--- config.mk ---
export PLATFORM = sky130hd
export DESIGN_NAME = regfile_wb_flat
export DESIGN_NICKNAME = d
export VERILOG_FILES = /design/src/rtl/regfile_wb_if.sv /design/src/rtl/regfile_wb.sv /design/src/flat_wrapper.sv
export SDC_FILE = /design/constraint.sdc
export NUM_CORES = 1
export LEC_CHECK = 0
export ABC_CLOCK_PERIOD_IN_PS = 1850
export CORE_ASPECT_RATIO = 1.1
export CORE_MARGIN = 2
export CORE_UTILIZATION = 50
export DETAILED_ROUTE_END_ITERATION = 12
export PLACE_DENSITY = 0.75
export REMOVE_ABC_BUFFERS = 1
export SYNTH_ARGS = -nofsm -noshare
export SYNTH_HDL_FRONTEND = slang
export SYNTH_SLANG_ARGS = --single-unit
--- constraint.sdc ---
create_clock -name Clock -period 1.85 [get_ports Clock]
set_input_delay 0.4625 -clock Clock [delete_from_list [all_inputs] [get_ports Clock]]
set_output_delay 0.4625 -clock Clock [all_outputs]
set_load 0.01 [all_outputs]
--- src/rtl/regfile_wb_if.sv ---
// rtl/regfile_wb_if.sv - register file read/write-back/flags signal bundle
interface regfile_wb_if #(
    parameter int n      = 8,
    parameter int ADDR_W = 3
);
    logic [ADDR_W-1:0] rd_addr_a;
    logic [ADDR_W-1:0] rd_addr_b;
    logic [n-1:0]      a_out;
    logic [n-1:0]      b_out;
    logic              wr_en;
    logic [ADDR_W-1:0] wr_addr;
    logic [n-1:0]      wr_data;
    logic              flags_en;
    logic [3:0]        flags_in;
    logic [3:0]        flags_out;
    logic [n-1:0]      dbg_out;

    modport master (
        output rd_addr_a, rd_addr_b, wr_en, wr_addr, wr_data, flags_en, flags_in,
        input  a_out, b_out, flags_out, dbg_out
    );

    modport slave (
        input  rd_addr_a, rd_addr_b, wr_en, wr_addr, wr_data, flags_en, flags_in,
        output a_out, b_out, flags_out, dbg_out
    );
endinterface

--- src/rtl/regfile_wb.sv ---
// rtl/regfile_wb.sv - register file with write-back, status flags and R1 debug copy (optional REGFILE_BYPASS_EN)
module regfile_wb #(
    parameter int n      = 8,
    parameter int ADDR_W = 3
) (
    input  logic         Clock,
    input  logic         nReset,
    regfile_wb_if.slave  bus
);
    localparam int NREG = 1 << ADDR_W;

    logic [n-1:0] regs [NREG];
    logic [3:0]   flags_q;
    logic [n-1:0] a_val;
    logic [n-1:0] b_val;

    // Register array: R0 is never written so it stays at its reset value of zero
    always_ff @(posedge Clock or negedge nReset) begin
        if (!nReset) begin
            for (int i = 0; i < NREG; i++) begin
                regs[i] <= '0;
            end
        end else if (bus.wr_en && (bus.wr_addr != '0)) begin
            regs[bus.wr_addr] <= bus.wr_data;
        end
    end

    // Status register holds the last ALU flags captured, independent of write-back
    always_ff @(posedge Clock or negedge nReset) begin
        if (!nReset) begin
            flags_q <= '0;
        end else if (bus.flags_en) begin
            flags_q <= bus.flags_in;
        end
    end

    // Read port A: stored value, R0 forced to zero, optional same-cycle forwarding
    always_comb begin
        a_val = regs[bus.rd_addr_a];
        if (bus.rd_addr_a == '0) begin
            a_val = '0;
        end
`ifdef REGFILE_BYPASS_EN
        // Forwarding is suppressed during reset so the ports read zero then
        if (nReset && bus.wr_en && (bus.wr_addr != '0) && (bus.wr_addr == bus.rd_addr_a)) begin
            a_val = bus.wr_data;
        end
`endif
    end

    // Read port B: identical to port A, fully independent address
    always_comb begin
        b_val = regs[bus.rd_addr_b];
        if (bus.rd_addr_b == '0) begin
            b_val = '0;
        end
`ifdef REGFILE_BYPASS_EN
        if (nReset && bus.wr_en && (bus.wr_addr != '0) && (bus.wr_addr == bus.rd_addr_b)) begin
            b_val = bus.wr_data;
        end
`endif
    end

    assign bus.a_out     = a_val;
    assign bus.b_out     = b_val;
    assign bus.flags_out = flags_q;
    // R1 storage is itself a flop, so the debug copy shares its edge timing exactly
    assign bus.dbg_out   = regs[1];

endmodule

--- src/flat_wrapper.sv ---
// flat-port wrapper written by rule: the top's interface ports become plain ports
module regfile_wb_flat 
#(
    parameter int n      = 8,
    parameter int ADDR_W = 3
)
  (Clock, nReset, bus_rd_addr_a, bus_rd_addr_b, bus_wr_en, bus_wr_addr, bus_wr_data, bus_flags_en, bus_flags_in, bus_a_out, bus_b_out, bus_flags_out, bus_dbg_out);
  regfile_wb_if #(.n(n), .ADDR_W(ADDR_W)) bus_i ();
  input  logic Clock;
  input  logic nReset;
  input wire logic [$bits(bus_i.rd_addr_a)-1:0] bus_rd_addr_a;
  input wire logic [$bits(bus_i.rd_addr_b)-1:0] bus_rd_addr_b;
  input wire logic [$bits(bus_i.wr_en)-1:0] bus_wr_en;
  input wire logic [$bits(bus_i.wr_addr)-1:0] bus_wr_addr;
  input wire logic [$bits(bus_i.wr_data)-1:0] bus_wr_data;
  input wire logic [$bits(bus_i.flags_en)-1:0] bus_flags_en;
  input wire logic [$bits(bus_i.flags_in)-1:0] bus_flags_in;
  output wire logic [$bits(bus_i.a_out)-1:0] bus_a_out;
  output wire logic [$bits(bus_i.b_out)-1:0] bus_b_out;
  output wire logic [$bits(bus_i.flags_out)-1:0] bus_flags_out;
  output wire logic [$bits(bus_i.dbg_out)-1:0] bus_dbg_out;
  assign bus_i.rd_addr_a = bus_rd_addr_a;
  assign bus_i.rd_addr_b = bus_rd_addr_b;
  assign bus_i.wr_en = bus_wr_en;
  assign bus_i.wr_addr = bus_wr_addr;
  assign bus_i.wr_data = bus_wr_data;
  assign bus_i.flags_en = bus_flags_en;
  assign bus_i.flags_in = bus_flags_in;
  assign bus_a_out = bus_i.a_out;
  assign bus_b_out = bus_i.b_out;
  assign bus_flags_out = bus_i.flags_out;
  assign bus_dbg_out = bus_i.dbg_out;
  regfile_wb #(.n(n), .ADDR_W(ADDR_W)) u_core (.Clock(Clock), .nReset(nReset), .bus(bus_i));
endmodule
; After elaboration in Yosys (flattened, before gate mapping)
; Index checks and enable logic that the tools add are counted.
[totals]
out_inout_bits = 28
in_bits = 25
reg_bits = 68
elab_cells = 32
[op_classes]
magnitude_cmp = 4
bitwise = 3
mux = 11
reduce_logical = 5
[op_table]
columns = op, n
row1 = $bwmux W64, 1
row2 = $mux W8, 7
row3 = $bmux W8 S3, 2
row4 = $demux W8 S3, 1
row5 = $ge A4 B4 Y1 const B, 3
row6 = $not A3 Y4, 3
row7 = $logic_not A3 Y1, 2
row8 = $lt A4 B1 Y1 const B, 1
row9 = $reduce_bool A3 Y1, 1
row10 = $logic_and A1 B1 Y1, 2

; Longest topological paths before layout
[logic_depth]
depth_word = 6
depth_mapped = 5
depth_no_buf = 3

; Worst setup path after synthesis
; Ideal clock, no wire load.
[synth_path]
path_type = input -> output
startpoint = input port bus_rd_addr_b[2]
endpoint = output port bus_b_out[0]
t_arrival_ns = 1.346
cell_stages = 4
required_time_ns = 1.387
path_slack_ns = 0.041
cell_sequence = clkbuf_1 and2_1 clkbuf_1 a221oi_1
[synth_between]
elab_chain_len = 5
[synth_rtl]
columns = item, line_no
row1 = from (decl), flat_wrapper.sv:12  ; input wire logic [$bits(bus_i.rd_addr_b)-1:0] bus_rd_addr_b;
row2 = $not A3 Y4 (not written as such), regfile_wb.sv:53  ; b_val = regs[bus.rd_addr_b];
row3 = $bmux W8 S3, regfile_wb.sv:53
row4 = $mux W8 (not written as such) (2 in series), regfile_wb.sv:53
row5 = $mux W8 (*), regfile_wb.sv:54  ; if (bus.rd_addr_b == '0) begin
row6 = to (decl), flat_wrapper.sv:19  ; output wire logic [$bits(bus_i.b_out)-1:0] bus_b_out;
; Every way passes the cells marked *; elsewhere a longest branch is shown, timed or not. The select of a mux whose other input is x is not followed.

; Worst setup path in the final report
[layout_path]
startpoint = register u_core.regs[46] (netlist bit)
endpoint = output port bus_b_out[6]
[layout_between]
elab_chain_len = 4
[layout_rtl]
columns = item, line_no
row1 = from (decl), regfile_wb.sv:12  ; logic [n-1:0] regs [NREG];
row2 = "from (signal, indexed assignment)", regfile_wb.sv:24  ; regs[bus.wr_addr] <= bus.wr_data;
row3 = $bmux W8 S3, regfile_wb.sv:53
row4 = $mux W8 (not written as such) (2 in series), regfile_wb.sv:53
row5 = $mux W8, regfile_wb.sv:54
; Every way passes these cells. The select of a mux whose other input is x is not followed.

==> impl_metrics.toml <==
[placement]
routabilityCongestion = 0.829
hpwl_um = 5880
portBuffers = 52
dp_slack_ps = -1050

[clocking]
cts_sinks = 60
insertion_delay_ps = 330
clk_pin_slew_ps = 60
cts_tree = "done"
cts.htree.levels = 3
numCtsBuffers = 9
cts_buffer_depth = 2
clockRootBuffer = "clkbuf_8"

[detailed_routing]
vias = 2587
wl_per_cell_um = 21.9
drt_first_pass_iters = 4
route.detailed.drc = 0
routed_via_density = 6.02
routed_wl_um = 9440
final_antenna_net_count = 0
drt_iter0_drc = 210

[die]
die_w_um = 82.0
core_um2 = 6560
pin_count = 53
die_area_um2 = 7370
floorplan.initialDensity = 0.511
rows = 31
die_height_um = 89.8

[sta]
rsz0062_at_grt = "yes"
min_period_over_period = 1.06
finalHoldViolCount = 0
fmax_mhz = 509
finalWorstSetupSlack_ps = -113
skew_ps = 0
worstMarginPinSlew_ps = 330
fin_setup_tns_ps = -1330
relSlewSlack = 0.780
setup_violations = 16
fin_crit_ps = 1960
maxSlewViolCount = 0

[final_layout]
layout_commonest_cell = "mux2_2"
ff_latch_area_um2 = 1500
multi_input_area_um2 = 1900
fill_cells = 431
fin_nets = 368
layout_common_cells = "mux2_2, dfrtp_1, buf_4, clkdlybuf4s50_1, a221oi_2"
layout-drive-gt1-share = 0.632
syn_to_final_growth_pct = 41.2
diodes = 0

[global_route]
grt_pass1_wl_um = 14700
grt_pass1_vias = 2840
grt_max_degree = 61
grt_overflow = 0
track_usage = 0.270
antenna_found_initial = 0

[setup_path]
path_max_fanout = 2
setup.worst_path.start_class = "flop"
r2r_start = "u_core.bus.dbg_out[2]$_DFFE_PN0P_"
critPathCaptureType = "primary output"
cp-startpoint = "u_core.regs[46]$_DFFE_PN0P_"
crit_arrival_ps = 1500
rrSetupSlack_ps = 820
cp.required_ps = 1390
worstSetupPathType = "flop to primary output"
timing.rr.end = "u_core.bus.dbg_out[2]$_DFFE_PN0P_"
cp-endpoint = "bus_b_out[6]"
rr_worst_depth = 3

[pwr]
clkPwrFrac = 0.239
power_frac_seq = 0.430
power_switching_w = 0.00132
p_int_w = 0.00296
vdd_ir_drop_max_mv = 0.659
swShare = 0.308
pwr-share-comb = 0.331
leakage_nw = 2.14
power_per_cell_area_nw_per_um2 = 904

[min_path]
hold_path_class = "input port to async pin"

[yosys]
syn-cell-area_um2 = 3350
ys_seq_area_frac = 0.448
ys_seq_elements = 60
ys_types = 24
syn_area_per_cell_um2 = 13.3
syn_inst = 252
ys_warn_count = 0

[run_status]
violations = "negative setup slack"
status = "complete, but fails checks"

[flow_run]
drv_cap = 0
-- critical path, cell delays in order (launching register included) --
cell,delay (ps)
dfrtp_1,390
mux2_4,290
a221oi_4,280
a221oi_2,60
buf_2,150
-- repair_timing --
item,CTS,global route
endpoints found under the setup margin,16,21
hold buffers,0,0
pin swaps,17,4
gates resized for setup,140,20
cloned,2,0
buffers inserted,8,1
-- flip-flops by register name (all words and copies together) (netlist names) --
name                  count
u_core.bus.dbg_out        8
u_core.bus.flags_out      4
u_core.regs              48
-- power groups by stage --
| stage | Sequential (W) | Clock [W] | Combinational [W] |
|---|---|---|---|
| 2_1_floorplan | 0.00178 | 0 | 0.000635 |
| 3_3_place_gp | 0.00180 | 0 | 0.00123 |
| 3_5_place_dp | 0.00182 | 0 | 0.00126 |
| 4_1_cts | 0.00181 | 0.00103 | 0.00135 |
| 5_1_grt | 0.00187 | 0.00109 | 0.00151 |
| 6_report | 0.00184 | 0.00102 | 0.00141 |
-- cell usage after synthesis --
master,count,area [um2]
nand4_2,1,12.5
and2_1,1,6.26
a221oi_1,23,201
nand2_1,2,7.51
buf_2,3,15.0
nand2b_1,1,6.26
nor2_1,7,26.3
and4bb_1,2,25.0
nor2b_1,2,12.5
nand4b_2,3,45.0
mux2_2,90,1010
and2b_1,2,15.0
inv_1,1,3.75
a31oi_1,1,6.26
o22ai_1,8,50.1
buf_6,6,67.6
buf_4,13,97.6
mux2i_1,16,160
dfrtp_1,60,1500
mux2_4,2,30.0
a21oi_1,1,5.00
nand2_2,1,6.26
nor3_4,1,16.3
clkbuf_1,5,18.8
-- cells by family after synthesis --
kind of cell | synth area share
buf+inv | 0.0605
flops | 0.448
compound gates | 0.0784
simple gates | 0.0534
mux | 0.359
-- stage by stage --
stage	cells	utilization	hold WS (ps)	power, W	area, um2
final	430	0.722	111	0.00428	4730
after global routing	430	0.722	154	0.00446	4730
after CTS	430	0.708	137	0.00418	4640
after detailed placement	404	0.644	493	0.00309	4220
after global placement	404	0.644	491	0.00303	4220
after floorplan	225	-	167	0.00242	3150
-- layout make-up --
type | instances | share of cell area
sequential | 60 | 0.318
tap | 82 | 0.0217
multi-input combinational | 164 | 0.403
clock inverter | 2 | 0.00212
timing repair buffer | 107 | 0.223
clock buffer | 14 | 0.0323
inverter | 1 | 0.000794
-- per-layer routing --
metal  track usage  wire length [um]  vias up
met5             0                 0        -
met4         0.121               221        0
met3        0.0512               649       22
met2         0.435              4850      100
met1         0.346              3710     1326
li1              -                 -     1139
-- worst min-delay path by stage --
stage | to | cells past startpoint | from | slack [ps]
global placement | u_core.bus.flags_out[2]$_DFFE_PN0P_ | 1 | u_core.bus.flags_out[2]$_DFFE_PN0P_ | 490
floorplan | u_core.bus.dbg_out[0]$_DFFE_PN0P_ | 0 | nReset | 170
global route | u_core.regs[4]$_DFFE_PN0P_ | 2 | nReset | 150
CTS | u_core.regs[4]$_DFFE_PN0P_ | 2 | nReset | 140
detailed placement | u_core.regs[4]$_DFFE_PN0P_ | 2 | nReset | 490
finish | u_core.regs[4]$_DFFE_PN0P_ | 2 | nReset | 110
No activity file was read; power rests on OpenSTA's default activity.
